==> config.mk <==
export PLATFORM = sky130hd
export DESIGN_NAME = localop_sequencer_flat
export DESIGN_NICKNAME = d
export VERILOG_FILES = /design/src/rtl/localop_sequencer_if.sv /design/src/rtl/localop_sequencer.sv /design/src/flat_wrapper.sv
export SDC_FILE = /design/constraint.sdc
export NUM_CORES = 1
export LEC_CHECK = 0
export CELL_PAD_IN_SITES_DETAIL_PLACEMENT = 0
export CELL_PAD_IN_SITES_GLOBAL_PLACEMENT = 2
export CORE_MARGIN = 2
export CORE_UTILIZATION = 31
export DETAILED_ROUTE_END_ITERATION = 12
export PLACE_DENSITY = 0.83
export SYNTH_ARGS = -nofsm -noshare
export SYNTH_HDL_FRONTEND = slang
export SYNTH_SLANG_ARGS = --single-unit
==> constraint.sdc <==
create_clock -name clk -period 2.7 [get_ports clk]
set_input_delay 0.27 -clock clk [delete_from_list [all_inputs] [get_ports clk]]
set_output_delay 0.27 -clock clk [all_outputs]
set_load 0.005 [all_outputs]
==> src/rtl/localop_sequencer_if.sv <==
// Stream bundle between the sequencer and its environment:
// a 4-bit operand/opcode input stream and a 4-bit result output stream.
interface localop_sequencer_if;
    logic [3:0] in_data;
    logic       in_valid;
    logic       in_ready;
    logic [3:0] out_data;
    logic       out_valid;
    logic       out_ready;

    // Environment side: produces operands, consumes results.
    modport master (
        output in_data, in_valid, out_ready,
        input  in_ready, out_data, out_valid
    );

    // Sequencer side.
    modport slave (
        input  in_data, in_valid, out_ready,
        output in_ready, out_data, out_valid
    );
endinterface

==> src/rtl/localop_sequencer.sv <==
// Sequencer for an external local map-algebra operator.
// Per job: one opcode nibble D, then A, B, C per cell. The operands are held
// in registers that drive the operator. M and N are captured and streamed out.
module localop_sequencer #(
    parameter int LEN_W = 8
) (
    input  logic             clk,
    input  logic             rst_n,
    input  logic             cfg_start,
    input  logic [LEN_W-1:0] cfg_len,
    localop_sequencer_if.slave io,
    output logic [3:0]       op_a,
    output logic [3:0]       op_b,
    output logic [3:0]       op_c,
    output logic [3:0]       op_d,
    input  logic [3:0]       op_m,
    input  logic [3:0]       op_n,
    output logic             busy,
    output logic             done
);

    typedef enum logic [3:0] {
        IDLE, LOAD_D, LOAD_A, LOAD_B, LOAD_C, EXEC, OUT_M, OUT_N, DONE
    } state_t;

    // Operand bank feeding the operator; D persists for the whole job.
    typedef struct packed {
        logic [3:0] d;
        logic [3:0] a;
        logic [3:0] b;
        logic [3:0] c;
    } operand_t;

    state_t           state, state_nxt;
    operand_t         opr;
    logic [3:0]       m_reg, n_reg;
    logic [LEN_W-1:0] remaining;
    logic             in_hs, out_hs, last_cell, len_zero;

    assign in_hs     = io.in_valid && io.in_ready;
    assign out_hs    = io.out_valid && io.out_ready;
    assign last_cell = (remaining == LEN_W'(1));
    assign len_zero  = (cfg_len == '0);

    assign op_a = opr.a;
    assign op_b = opr.b;
    assign op_c = opr.c;
    assign op_d = opr.d;

    // State register.
    always_ff @(posedge clk or negedge rst_n) begin
        if (!rst_n) state <= IDLE;
        else        state <= state_nxt;
    end

    // Next-state logic; cfg_start only matters in IDLE.
    always_comb begin
        state_nxt = state;
        case (state)
            IDLE:    if (cfg_start) state_nxt = len_zero ? DONE : LOAD_D;
            LOAD_D:  if (in_hs) state_nxt = LOAD_A;
            LOAD_A:  if (in_hs) state_nxt = LOAD_B;
            LOAD_B:  if (in_hs) state_nxt = LOAD_C;
            LOAD_C:  if (in_hs) state_nxt = EXEC;
            EXEC:    state_nxt = OUT_M;
            OUT_M:   if (out_hs) state_nxt = OUT_N;
            OUT_N:   if (out_hs) state_nxt = last_cell ? DONE : LOAD_A;
            DONE:    state_nxt = IDLE;
            default: state_nxt = IDLE;
        endcase
    end

    // Outputs decoded purely from registered state and result registers,
    // so nothing here depends combinationally on in_valid or out_ready.
    always_comb begin
        io.in_ready  = 1'b0;
        io.out_valid = 1'b0;
        io.out_data  = 4'h0;
        done         = 1'b0;
        busy         = (state != IDLE);
        case (state)
            LOAD_D, LOAD_A, LOAD_B, LOAD_C: io.in_ready = 1'b1;
            OUT_M: begin
                io.out_valid = 1'b1;
                io.out_data  = m_reg;
            end
            OUT_N: begin
                io.out_valid = 1'b1;
                io.out_data  = n_reg;
            end
            DONE:    done = 1'b1;
            default: ;
        endcase
    end

    // Operand loads: each register moves only on its own input handshake.
    always_ff @(posedge clk or negedge rst_n) begin
        if (!rst_n) begin
            opr <= '0;
        end else if (in_hs) begin
            case (state)
                LOAD_D:  opr.d <= io.in_data;
                LOAD_A:  opr.a <= io.in_data;
                LOAD_B:  opr.b <= io.in_data;
                LOAD_C:  opr.c <= io.in_data;
                default: ;
            endcase
        end
    end

    // Result capture at the end of EXEC; held stable through OUT_M/OUT_N.
    always_ff @(posedge clk or negedge rst_n) begin
        if (!rst_n) begin
            m_reg <= 4'h0;
            n_reg <= 4'h0;
        end else if (state == EXEC) begin
            m_reg <= op_m;
            n_reg <= op_n;
        end
    end

    // Cell counter: loaded at job start, decremented only when more cells
    // follow, so it never wraps below one.
    always_ff @(posedge clk or negedge rst_n) begin
        if (!rst_n) begin
            remaining <= '0;
        end else if (state == IDLE && cfg_start && !len_zero) begin
            remaining <= cfg_len;
        end else if (state == OUT_N && out_hs && !last_cell) begin
            remaining <= remaining - LEN_W'(1);
        end
    end

endmodule

==> src/flat_wrapper.sv <==
// flat-port wrapper written by rule: the top's interface ports become plain ports
module localop_sequencer_flat 
#(
    parameter int LEN_W = 8
)
  (clk, rst_n, cfg_start, cfg_len, op_a, op_b, op_c, op_d, op_m, op_n, busy, done, io_in_data, io_in_valid, io_out_ready, io_in_ready, io_out_data, io_out_valid);
  localop_sequencer_if io_i ();
  input  logic clk;
  input  logic rst_n;
  input  logic cfg_start;
  input  logic [LEN_W-1:0] cfg_len;
  output logic [3:0] op_a;
  output logic [3:0] op_b;
  output logic [3:0] op_c;
  output logic [3:0] op_d;
  input  logic [3:0] op_m;
  input  logic [3:0] op_n;
  output logic busy;
  output logic done;
  input wire logic [$bits(io_i.in_data)-1:0] io_in_data;
  input wire logic [$bits(io_i.in_valid)-1:0] io_in_valid;
  input wire logic [$bits(io_i.out_ready)-1:0] io_out_ready;
  output wire logic [$bits(io_i.in_ready)-1:0] io_in_ready;
  output wire logic [$bits(io_i.out_data)-1:0] io_out_data;
  output wire logic [$bits(io_i.out_valid)-1:0] io_out_valid;
  assign io_i.in_data = io_in_data;
  assign io_i.in_valid = io_in_valid;
  assign io_i.out_ready = io_out_ready;
  assign io_in_ready = io_i.in_ready;
  assign io_out_data = io_i.out_data;
  assign io_out_valid = io_i.out_valid;
  localop_sequencer #(.LEN_W(LEN_W)) u_core (.clk(clk), .rst_n(rst_n), .cfg_start(cfg_start), .cfg_len(cfg_len), .io(io_i), .op_a(op_a), .op_b(op_b), .op_c(op_c), .op_d(op_d), .op_m(op_m), .op_n(op_n), .busy(busy), .done(done));
endmodule
==> results.cfg <==
[run_status]
status = finished clean

[power]
ir_drop_v = 0.000435
power_density_nw_per_um2 = 1090
p_total_mw = 2.69
p_leak_nw = 1.01

[layout]
nets = 229
multi_input_area_um2 = 862
largest_reg_flops = 8
finalNonFillerCells = 275
post-route-util = 0.443
regMostFlops = u_core.remaining
nFillCells = 556
seq_area_um2 = 901
synthToLayoutAreaGrowth_pct = 35.8
postLayoutCellArea_um2 = 2480
n_antenna_cell = 0
drive_above_1_share = 0.197

[worst_setup_path]
crit-reg2reg-launch = u_core.remaining[2]$_DFFE_PN0P_
path_class = register to output pin
cp-start-kind = register
critPathMaxFanout = 17
cp-startpoint = u_core.state[0]$_DFFE_PN0P_
worst-endpoint-arrival_ps = 2010
critical_path_required_ps = 2430
worstSetupEndpointType = output pin

[global_routing]
gr-usage-all-layers = 0.150
grt_pass1_vias = 1516
antenna_found_initial = 0
grt_max_degree = 37
grt_first_pass_wirelength_mm = 7.41
grt.overflow.total = 0

[timing]
layout_min_cycle_time_ps = 2280
relSlewSlack = 0.629
finalSetupViolCount = 0
period_share = 0.843
rsz0062_at_grt = false
finalClockSkew_ps = 3.86
fmaxAchievable_mhz = 439
worst_pin_slew_ps = 557
slew_viol_final = 0
finalHoldViolCount = 0
setup_tns_ps = 0

[clocking]
cts_hold_buf = 0
clock-sinks = 36
worstSkewPairLatency_ps = 280
ctsRootBufferMaster = clkbuf_8
clk_path_buf_depth = 2
clkTransAtPathRegs_ps = 70
cts_setup_buffers = 0
cts-buffers-inserted = 5
cts_tree = built
postCtsResizedCells = 0
ctsHtreeMaxLevel = 2

[route]
drt_iter0_drc = 77
drtPass1Iterations = 4
vias = 1446
antenna_left = 0
vias_per_cell = 5.26
detail_route.wl_per_cell_um = 16.1
drc = 0
routed_wl_mm = 4.44

[logic_synthesis]
postSynthAreaPerCell_um2 = 11.9
yosysSeqAreaShare = 0.493
synthArstFlopShare = 1.00
synth_top_area_frac = 0.493
netlist_area_um2 = 1830
ys.flop_type = dfrtp_1
yosysMostFrequentCell = dfrtp_1
yosysUniqueCellTypes = 42
synth_edf_count = 0
yosys_warnings = 0
synth_top_cell_by_area = dfrtp_1
syn_inst = 153
synth.area.top_cells = dfrtp_1, mux2_2, mux2i_1
synth_common_cells = dfrtp_1, mux2_2, nor2_1
synth_nets = 180
synth_seq_cells = 36

[worst_hold_path]
hp-class = input pin to async pin

[die]
dieHeight_um = 80.8
initial_utilization = 0.326
die_area_um2 = 6530
core_um2 = 5610
rows = 27
die_w_um = 80.8
num_io_pins = 49

[place]
portBuffers = 48
numPlacedInstances = 267
dp_hpwl_mm = 3.21
place.gp.congestion = 0.851
post_dp_cell_area_um2 = 2370

[run]
cap_violations = 0
-- critical path: stages, from the launching register on --
cell             delay (ps)
dfrtp_1                 690
nor2_1                  200
xor2_1                  200
nor2_1                  100
clkdlybuf4s50_1         520
-- metal layers --
layer | wire length, µm | vias up | track usage
li1 | - | 677 | -
met1 | 1970 | 720 | 0.196
met2 | 2150 | 47 | 0.238
met3 | 296 | 2 | 0.0522
met4 | 19 | 0 | 0.0407
met5 | 0 | - | 0
-- final cells by class --
type | instances | area share
flip-flops and latches | 36 | 0.363
well taps | 72 | 0.0363
multi-input cells | 102 | 0.347
clock inverters | 2 | 0.0141
repair buffers | 50 | 0.200
clock buffers | 6 | 0.0292
inverters | 7 | 0.0106
-- cell usage in the layout (no fill, tap or decap), types with 2 or more instances in the layout --
cell | Yosys | layout
dfrtp_1 | 36 | 36
nand4b_1 | 2 | 2
ha_1 | 2 | 2
mux2i_1 | 6 | 6
o22a_1 | 2 | 2
a221o_1 | 5 | 5
nor4_1 | 3 | 3
inv_1 | 7 | 7
or4_1 | 4 | 4
buf_4 | 0 | 2
mux2_2 | 25 | 25
nor2_1 | 14 | 14
nor3_1 | 7 | 7
o21ai_1 | 2 | 2
mux2_4 | 2 | 2
clkdlybuf4s50_1 | 0 | 48
clkbuf_8 | 0 | 5
o21ai_0 | 3 | 3
nand4_1 | 2 | 2
-- metrics by stage --
step / setup WS (ps) / hold slack (ps)
3_5_place_dp: 438 / 493
5_1_grt: 297 / 449
6_report: 424 / 411
2_1_floorplan: 819 / -25.6
4_1_cts: 390 / 426
3_3_place_gp: 466 / 489
-- cells by family (layout without fill, tap and decap cells) --
group | count (synthesis) | in the layout | synth area share
mux | 33 | 33 | 0.203
flops | 36 | 36 | 0.493
fa+ha+maj | 2 | 2 | 0.0137
simple gates | 42 | 42 | 0.132
buf+inv | 15 | 65 | 0.0356
xor+xnor | 1 | 1 | 0.00479
compound gates | 24 | 24 | 0.118
-- report_power, final --
| part | total [mW] | internal [mW] | switching [mW] |
|---|---|---|---|
| clock network | 0.462 | 0.274 | 0.188 |
| registers | 1.05 | 0.803 | 0.247 |
| logic | 1.18 | 0.728 | 0.454 |
| total | 2.69 | 1.80 | 0.890 |
-- final timing paths --
path	end	slack (ps)	cells after the start
max in group asynchronous	u_core.n_reg[1]$_DFFE_PN0P_	1960	2
worst min-delay path	u_core.remaining[1]$_DFFE_PN0P_	410	2
min in group clk	u_core.op_c[0]$_DFFE_PN0P_	510	1
worst min register to register	u_core.op_c[0]$_DFFE_PN0P_	510	1
worst max register to register	u_core.remaining[7]$_DFFE_PN0P_	600	4
worst max-delay path	io_in_ready	420	4
(Power assumes the default switching activity.)
